<file path="src/rtl/tick_set_ctrl_if.sv">
// tick_set_ctrl_if: raw buttons in, time-base tick / field enables / display controls out
interface tick_set_ctrl_if #(parameter int NFIELD = 6);
  logic              btn_mode_n_i;
  logic              btn_inc_n_i;
  logic              tick_o;
  logic [NFIELD-1:0] en_field_o;
  logic              set_mode_o;
  logic [2:0]        sel_field_o;
  logic              blink_o;
  modport slave  (input  btn_mode_n_i, btn_inc_n_i,
                  output tick_o, en_field_o, set_mode_o, sel_field_o, blink_o);
  modport master (output btn_mode_n_i, btn_inc_n_i,
                  input  tick_o, en_field_o, set_mode_o, sel_field_o, blink_o);
endinterface

</file>
<file path="src/rtl/tick_set_ctrl.sv">
// tick_set_ctrl: time-base tick, MODE/INC debounce and set-mode field enables; define AUTO_REPEAT_EN for INC auto-repeat
module tick_set_ctrl #(
  parameter int CLK_HZ        = 50_000_000,
  parameter int TICK_HZ       = 1,
  parameter int DB_CYCLES     = 1_000_000,
  parameter int NFIELD        = 6,
  parameter int BLINK_DIV     = CLK_HZ / 4,
  parameter int REPEAT_DELAY  = CLK_HZ / 2,
  parameter int REPEAT_PERIOD = CLK_HZ / 8
) (
  input logic             clk,
  input logic             reset_n,
  tick_set_ctrl_if.slave  bus
);
  localparam int DIV = CLK_HZ / TICK_HZ;
  localparam int PW  = $clog2(DIV);
  localparam int DW  = $clog2(DB_CYCLES + 1);
  localparam int BW  = $clog2(BLINK_DIV + 1);
  localparam int SW  = $clog2(NFIELD + 1);
  localparam logic [SW-1:0] RUN  = '0;
  localparam logic [SW-1:0] LAST = SW'(NFIELD);
  logic [1:0]    s1_q, s2_q, db_q, ev_q;
  logic [DW-1:0] dcnt_q [2];
  logic [SW-1:0] state_q, state_d;
  logic [PW-1:0] pcnt_q, pcnt_d;
  logic [BW-1:0] bcnt_q, bcnt_d;
  logic [2:0]    sel;
  logic          blink_q, blink_d, en_q, tick, in_set, mode_ev, inc_ev, rep_ev;
  assign mode_ev = ev_q[0];
  assign inc_ev  = ev_q[1];
  assign tick    = pcnt_q == PW'(DIV - 1);
  assign in_set  = state_q != RUN;
  // two-flop synchronisers; levels are inverted so 1 means pressed (bit 0 MODE, bit 1 INC)
  always_ff @(posedge clk or negedge reset_n)
    if (!reset_n) begin
      s1_q <= '0;
      s2_q <= '0;
    end else begin
      s1_q <= ~{bus.btn_inc_n_i, bus.btn_mode_n_i};
      s2_q <= s1_q;
    end
  // debouncers: level flips after DB_CYCLES differing samples in a row, press edge gives a one-cycle event
  always_ff @(posedge clk or negedge reset_n)
    if (!reset_n) begin
      db_q <= '0;
      ev_q <= '0;
      for (int b = 0; b < 2; b++) dcnt_q[b] <= '0;
    end else begin
      for (int b = 0; b < 2; b++) begin
        ev_q[b] <= s2_q[b] & ~db_q[b] & (dcnt_q[b] == DW'(DB_CYCLES - 1));
        if (s2_q[b] == db_q[b]) dcnt_q[b] <= '0;
        else if (dcnt_q[b] == DW'(DB_CYCLES - 1)) begin
          db_q[b]   <= s2_q[b];
          dcnt_q[b] <= '0;
        end else dcnt_q[b] <= dcnt_q[b] + 1'b1;
      end
    end
  // FSM state register: 0 is RUN, k+1 is SET_k
  always_ff @(posedge clk or negedge reset_n)
    if (!reset_n) state_q <= RUN;
    else state_q <= state_d;
  // FSM next state: each MODE event steps RUN -> SET_0 -> ... -> SET_last -> RUN
  always_comb state_d = !mode_ev ? state_q : state_q == LAST ? RUN : state_q + 1'b1;
  // prescaler restarts on return to RUN; blink phase restarts on every state change
  always_comb begin
    pcnt_d  = (in_set && state_d == RUN) || tick ? '0 : pcnt_q + 1'b1;
    bcnt_d  = state_d != state_q || !in_set || bcnt_q == BW'(BLINK_DIV - 1) ? '0 : bcnt_q + 1'b1;
    blink_d = state_d == state_q && in_set && (blink_q ^ (bcnt_q == BW'(BLINK_DIV - 1)));
  end
  // datapath registers; an INC (or repeat) pulse is issued the cycle after its event, MODE wins a tie
  always_ff @(posedge clk or negedge reset_n)
    if (!reset_n) begin
      pcnt_q  <= '0;
      bcnt_q  <= '0;
      blink_q <= 1'b0;
      en_q    <= 1'b0;
    end else begin
      pcnt_q  <= pcnt_d;
      bcnt_q  <= bcnt_d;
      blink_q <= blink_d;
      en_q    <= in_set && !mode_ev && (inc_ev || rep_ev);
    end
`ifdef AUTO_REPEAT_EN
  localparam int RW = $clog2((REPEAT_DELAY > REPEAT_PERIOD ? REPEAT_DELAY : REPEAT_PERIOD) + 1);
  logic [RW-1:0] rcnt_q;
  logic          rep_q;
  assign rep_ev = in_set && db_q[1] && !mode_ev && rcnt_q != '0 &&
                  rcnt_q == (rep_q ? RW'(REPEAT_PERIOD) : RW'(REPEAT_DELAY));
  // repeat timer: armed by an INC press in SET, counts while held, dropped on release or MODE
  always_ff @(posedge clk or negedge reset_n)
    if (!reset_n) begin
      rcnt_q <= '0;
      rep_q  <= 1'b0;
    end else if (in_set && inc_ev && !mode_ev) begin
      rcnt_q <= RW'(1);
      rep_q  <= 1'b0;
    end else if (!in_set || !db_q[1] || mode_ev) begin
      rcnt_q <= '0;
      rep_q  <= 1'b0;
    end else if (rep_ev) begin
      rcnt_q <= RW'(1);
      rep_q  <= 1'b1;
    end else if (rcnt_q != '0) rcnt_q <= rcnt_q + 1'b1;
`else
  assign rep_ev = 1'b0;
`endif
  // FSM outputs: tick drives field 0 in RUN, INC pulses drive the selected field in SET
  always_comb begin
    sel             = in_set ? 3'(state_q - 1'b1) : 3'd0;
    bus.tick_o      = tick;
    bus.set_mode_o  = in_set;
    bus.sel_field_o = sel;
    bus.blink_o     = blink_q;
    bus.en_field_o  = !in_set ? NFIELD'(tick) : en_q ? NFIELD'(1) << sel : '0;
  end
endmodule

</file>
<file path="src/flat_wrapper.sv">
// flat-port wrapper written by rule: the top's interface ports become plain ports
module tick_set_ctrl_flat 
#(
  parameter int CLK_HZ        = 50_000_000,
  parameter int TICK_HZ       = 1,
  parameter int DB_CYCLES     = 1_000_000,
  parameter int NFIELD        = 6,
  parameter int BLINK_DIV     = CLK_HZ / 4,
  parameter int REPEAT_DELAY  = CLK_HZ / 2,
  parameter int REPEAT_PERIOD = CLK_HZ / 8
)
  (clk, reset_n, bus_btn_mode_n_i, bus_btn_inc_n_i, bus_tick_o, bus_en_field_o, bus_set_mode_o, bus_sel_field_o, bus_blink_o);
  tick_set_ctrl_if #(.NFIELD(NFIELD)) bus_i ();
  input logic clk;
  input logic reset_n;
  input wire logic [$bits(bus_i.btn_mode_n_i)-1:0] bus_btn_mode_n_i;
  input wire logic [$bits(bus_i.btn_inc_n_i)-1:0] bus_btn_inc_n_i;
  output wire logic [$bits(bus_i.tick_o)-1:0] bus_tick_o;
  output wire logic [$bits(bus_i.en_field_o)-1:0] bus_en_field_o;
  output wire logic [$bits(bus_i.set_mode_o)-1:0] bus_set_mode_o;
  output wire logic [$bits(bus_i.sel_field_o)-1:0] bus_sel_field_o;
  output wire logic [$bits(bus_i.blink_o)-1:0] bus_blink_o;
  assign bus_i.btn_mode_n_i = bus_btn_mode_n_i;
  assign bus_i.btn_inc_n_i = bus_btn_inc_n_i;
  assign bus_tick_o = bus_i.tick_o;
  assign bus_en_field_o = bus_i.en_field_o;
  assign bus_set_mode_o = bus_i.set_mode_o;
  assign bus_sel_field_o = bus_i.sel_field_o;
  assign bus_blink_o = bus_i.blink_o;
  tick_set_ctrl #(.CLK_HZ(CLK_HZ), .TICK_HZ(TICK_HZ), .DB_CYCLES(DB_CYCLES), .NFIELD(NFIELD), .BLINK_DIV(BLINK_DIV), .REPEAT_DELAY(REPEAT_DELAY), .REPEAT_PERIOD(REPEAT_PERIOD)) u_core (.clk(clk), .reset_n(reset_n), .bus(bus_i));
endmodule
</file>
<file path="config.mk">
export PLATFORM = sky130hd
export DESIGN_NAME = tick_set_ctrl_flat
export DESIGN_NICKNAME = d
export VERILOG_FILES = /design/src/rtl/tick_set_ctrl_if.sv /design/src/rtl/tick_set_ctrl.sv /design/src/flat_wrapper.sv
export SDC_FILE = /design/constraint.sdc
export NUM_CORES = 1
export LEC_CHECK = 0
export ABC_CLOCK_PERIOD_IN_PS = 5100
export BUFFER_PORTS_ARGS = -buffer_cell sky130_fd_sc_hd__buf_2
export CORE_MARGIN = 2
export CORE_UTILIZATION = 43
export DETAILED_ROUTE_END_ITERATION = 8
export HOLD_SLACK_MARGIN = 0.02
export SETUP_SLACK_MARGIN = 0.1
export SYNTH_ARGS = -nofsm -noshare
export SYNTH_HDL_FRONTEND = slang
export SYNTH_SLANG_ARGS = --single-unit
</file>
<file path="constraint.sdc">
create_clock -name clk -period 5.1 [get_ports clk]
set_input_delay 0 -clock clk [delete_from_list [all_inputs] [get_ports clk]]
set_output_delay 0 -clock clk [all_outputs]
set_load 0.05 [all_outputs]
</file>
==> results.yml <==
route:
  drtAntennaViolNets: 0
  firstDrtPassIters: 4
  routedWlPerCell_um: 14.46
  drc: 0
  vias: 4116
  wirelength_mm: 10.48
  routed_via_density: 5.677
  drtIter0Drc: 288
grt:
  grt_max_degree: 74
  grt.total_usage_pct: 17.55
  grt_first_pass_wirelength_mm: 18.46
  antenna_found_initial: 0
  grt_pass1_vias: 4004
  grt-ovfl-total: 0
worst_setup_path:
  worstPathArrival_ns: 2.52
  reg2reg_from: "u_core.pcnt_q[2]$_DFF_PN0_"
  worstSetupPathType: "register to register"
  crit_path_end_kind: "register"
  crit_family: "compound AO/OA/AOI/OAI gates"
  crit_required_ns: 5.33
  crit_slowest_cell: "o21bai_1"
  path_cells: "and4_1, nand4_1, o21bai_1, buf_4, a21oi_1"
  reg2reg_to: "u_core.pcnt_q[18]$_DFF_PN0_"
  regToRegSetupSlack_ns: 2.81
  startpoint_type: "register"
  cpPeakStageDelay_ns: 0.78
  ff2ff_path_depth: 5
  path_depth: 5
  crit_buf_inv: 1
  cp-startpoint: "u_core.pcnt_q[2]$_DFF_PN0_"
  endpoint: "u_core.pcnt_q[18]$_DFF_PN0_"
  critPathMaxFanout: 13
hold_path:
  hold_path.class: "primary input to asynchronous set/reset pin"
timing:
  final.setup.tns_ns: 0
  relSlewSlack_pct: 37.36
  finalSetupViolations: 0
  fmax_mhz: 436.0
  whs_ns: 0.1051
  rsz0062_at_grt: "no"
  drv_slew: 0
  worstMarginPinSlew_ns: 0.9396
  min_period_ns: 2.294
  fin_ws_ns: 2.806
  hold_viol_final: 0
  finClkSkew_ns: 0.009610
  period_share_pct: 44.97
synth:
  ys_seq_elements: 103
  yosys.area.top_type: "dfrtp_1"
  async_flop_share_pct: 100.0
  synthTopCellsByArea: "dfrtp_1 (49%), nor2_1 (4.9%), xnor2_1 (4.7%)"
  synth_nets: 569
  synth_warnings: 0
  synth_flop_cell: "dfrtp_1"
  syn_inst: 557
  synth_edf_count: 0
  seq_area_frac_synth_pct: 49.47
  yosys.area.top_type_share_pct: 49.47
  synth_area_mm2: 0.005210
  ys_types: 41
  postSynthAreaPerCell_um2: 9.354
clock_network:
  cts_buffers: 9
  cts_tree: "built"
  post_cts_buffers: 0
  clkSinkCount: 103
  htreeDepth: 3
  cts.path.max_buffers: 2
  clk_pin_slew_ns: 0.07
  clkLatencyLatePin_ns: 0.36
  cts_root_buf: "clkbuf_16"
final_layout:
  fillers: 1135
  final_util_pct: 48.08
  postLayoutCellArea_mm2: 0.005727
  n_antenna_cell: 0
  drive_above_1_share_pct: 6.574
  final_nets: 585
  syn_to_final_growth_pct: 9.918
place:
  post_dp_cell_area_mm2: 0.005421
  place_ws_ns: 2.820
  port-buffer-count: 15
  gp_congestion: 0.8362
  dpl.hpwl_mm: 6.946
pwr:
  ir_drop_v: 0.0001677
  power.leakage_uw: 0.002286
  p_per_area_mw_per_mm2: 264.6
floorplan:
  initial_core_util_pct: 43.74
  core_mm2: 0.01191
  die_w_um: 114.1
  row_count: 40
  dieArea_mm2: 0.01301
  die_y_um: 114.1
  io_pins: 16
outcome:
  status: "complete, no violations"
run:
  cap_viol_max_count: 0
## layout make-up
cell class | count | area [um2] | area share, %
flip-flops and latches | 103 | 2577 | 45.01
multi-input cells | 409 | 2447 | 42.74
clock buffers | 11 | 232.7 | 4.064
well taps | 147 | 183.9 | 3.212
repair buffers | 22 | 137.6 | 2.403
inverters | 28 | 105.1 | 1.835
clock inverters | 5 | 42.54 | 0.7428
## layer usage
layer,part of all wire (%),global-route usage (%),vias to the layer above
met1,48,22.53,2006
met2,46,28.10,63
met4,2.1,7.805,0
li1,-,-,2027
met3,3.2,4.553,20
met5,0,0,-
## stage by stage
step | cells | power (uW)
after global placement | 706 | 875.4
after global routing | 725 | 1570
final | 725 | 1516
after floorplan | 557 | 854.5
after CTS | 725 | 1540
after detailed placement | 706 | 876.3
## what timing repair did
action	4_1_cts	5_1_grt
endpoints found under the hold margin	32	0
gates resized for setup	0	0
hold buffers	3	0
## worst min path at each step
stage / startpoint / to / slack (ns) / cells after the start
2_1_floorplan: reset_n / u_core.bcnt_q[0]$_DFF_PN0_ / -0.30 / 0
3_3_place_gp: reset_n / u_core.bcnt_q[20]$_DFF_PN0_ / -0.04 / 1
3_5_place_dp: reset_n / u_core.bcnt_q[20]$_DFF_PN0_ / -0.04 / 1
4_1_cts: reset_n / u_core.bcnt_q[1]$_DFF_PN0_ / 0.12 / 2
5_1_grt: reset_n / u_core.bcnt_q[1]$_DFF_PN0_ / 0.14 / 2
6_report: reset_n / u_core.bcnt_q[7]$_DFF_PN0_ / 0.11 / 2
## state kept, by name, indices dropped and copies added (netlist names)
register	flops
u_core.dcnt_q	40
u_core.pcnt_q	26
u_core.bcnt_q	24
u_core.state_q	3
u_core.db_q	2
u_core.ev_q	2
u_core.s1_q	2
u_core.s2_q	2
u_core.bus.blink_o	1
u_core.en_q	1
## placed cells by master, fill, tap and decap left out, drive strengths merged, types with 10 or more instances in the layout
master  count
a21oi      40
and3       10
buf        19
clkbuf     11
dfrtp     103
inv        30
nand2      35
nand3      39
nand4      22
nor2       68
nor3       14
o21ai      29
o31ai      16
or3        23
or4        27
xnor2      28
xor2       15
## kinds of logic (layout without fill, tap and decap cells)
logic type | Yosys count | after routing | share of synthesized area [%]
and+or+nand+nor | 266 | 266 | 27.52
xor gates and xnor gates | 43 | 43 | 7.229
adders and majority gates | 8 | 8 | 1.921
buffers and inverters | 45 | 66 | 3.554
muxes | 2 | 2 | 0.4322
AOI/OAI and AO/OA | 90 | 90 | 9.870
DFF | 103 | 103 | 49.47
## cells in the mapped netlist, types with 2 or more instances
library cell  count
and3_1           10
o21bai_1          2
and4_1            8
or4_4             2
nor2_1           68
nand4_1          22
and2_1            5
nor3_1           14
or4_1            25
o31ai_1          16
nand3_1          38
inv_1            28
buf_2             6
nor4_1            3
a21oi_1          40
or3_1            23
o21ai_0          28
nand2_1          35
xor2_1           15
nor4b_1           3
clkbuf_1          9
ha_1              8
xnor2_1          28
dfrtp_1         103
or4b_1            2
## worst reg2reg max path: cells and delay by family, from the launching register on
family	cells	cell delay, ns
buf+inv	1	0.35
flops	1	0.44
compound gates	2	0.84
simple gates	2	0.53
## report_power, final
group	switching, uW	internal [uW]	leakage [uW]	total (uW)
logic	25.1	8.89	0.000744	34.0
registers	4.44	822	0.00141	826
clock network	318	337	0.000131	655
total	348	1170	0.00229	1520
Power figures use the tool's default switching activity.
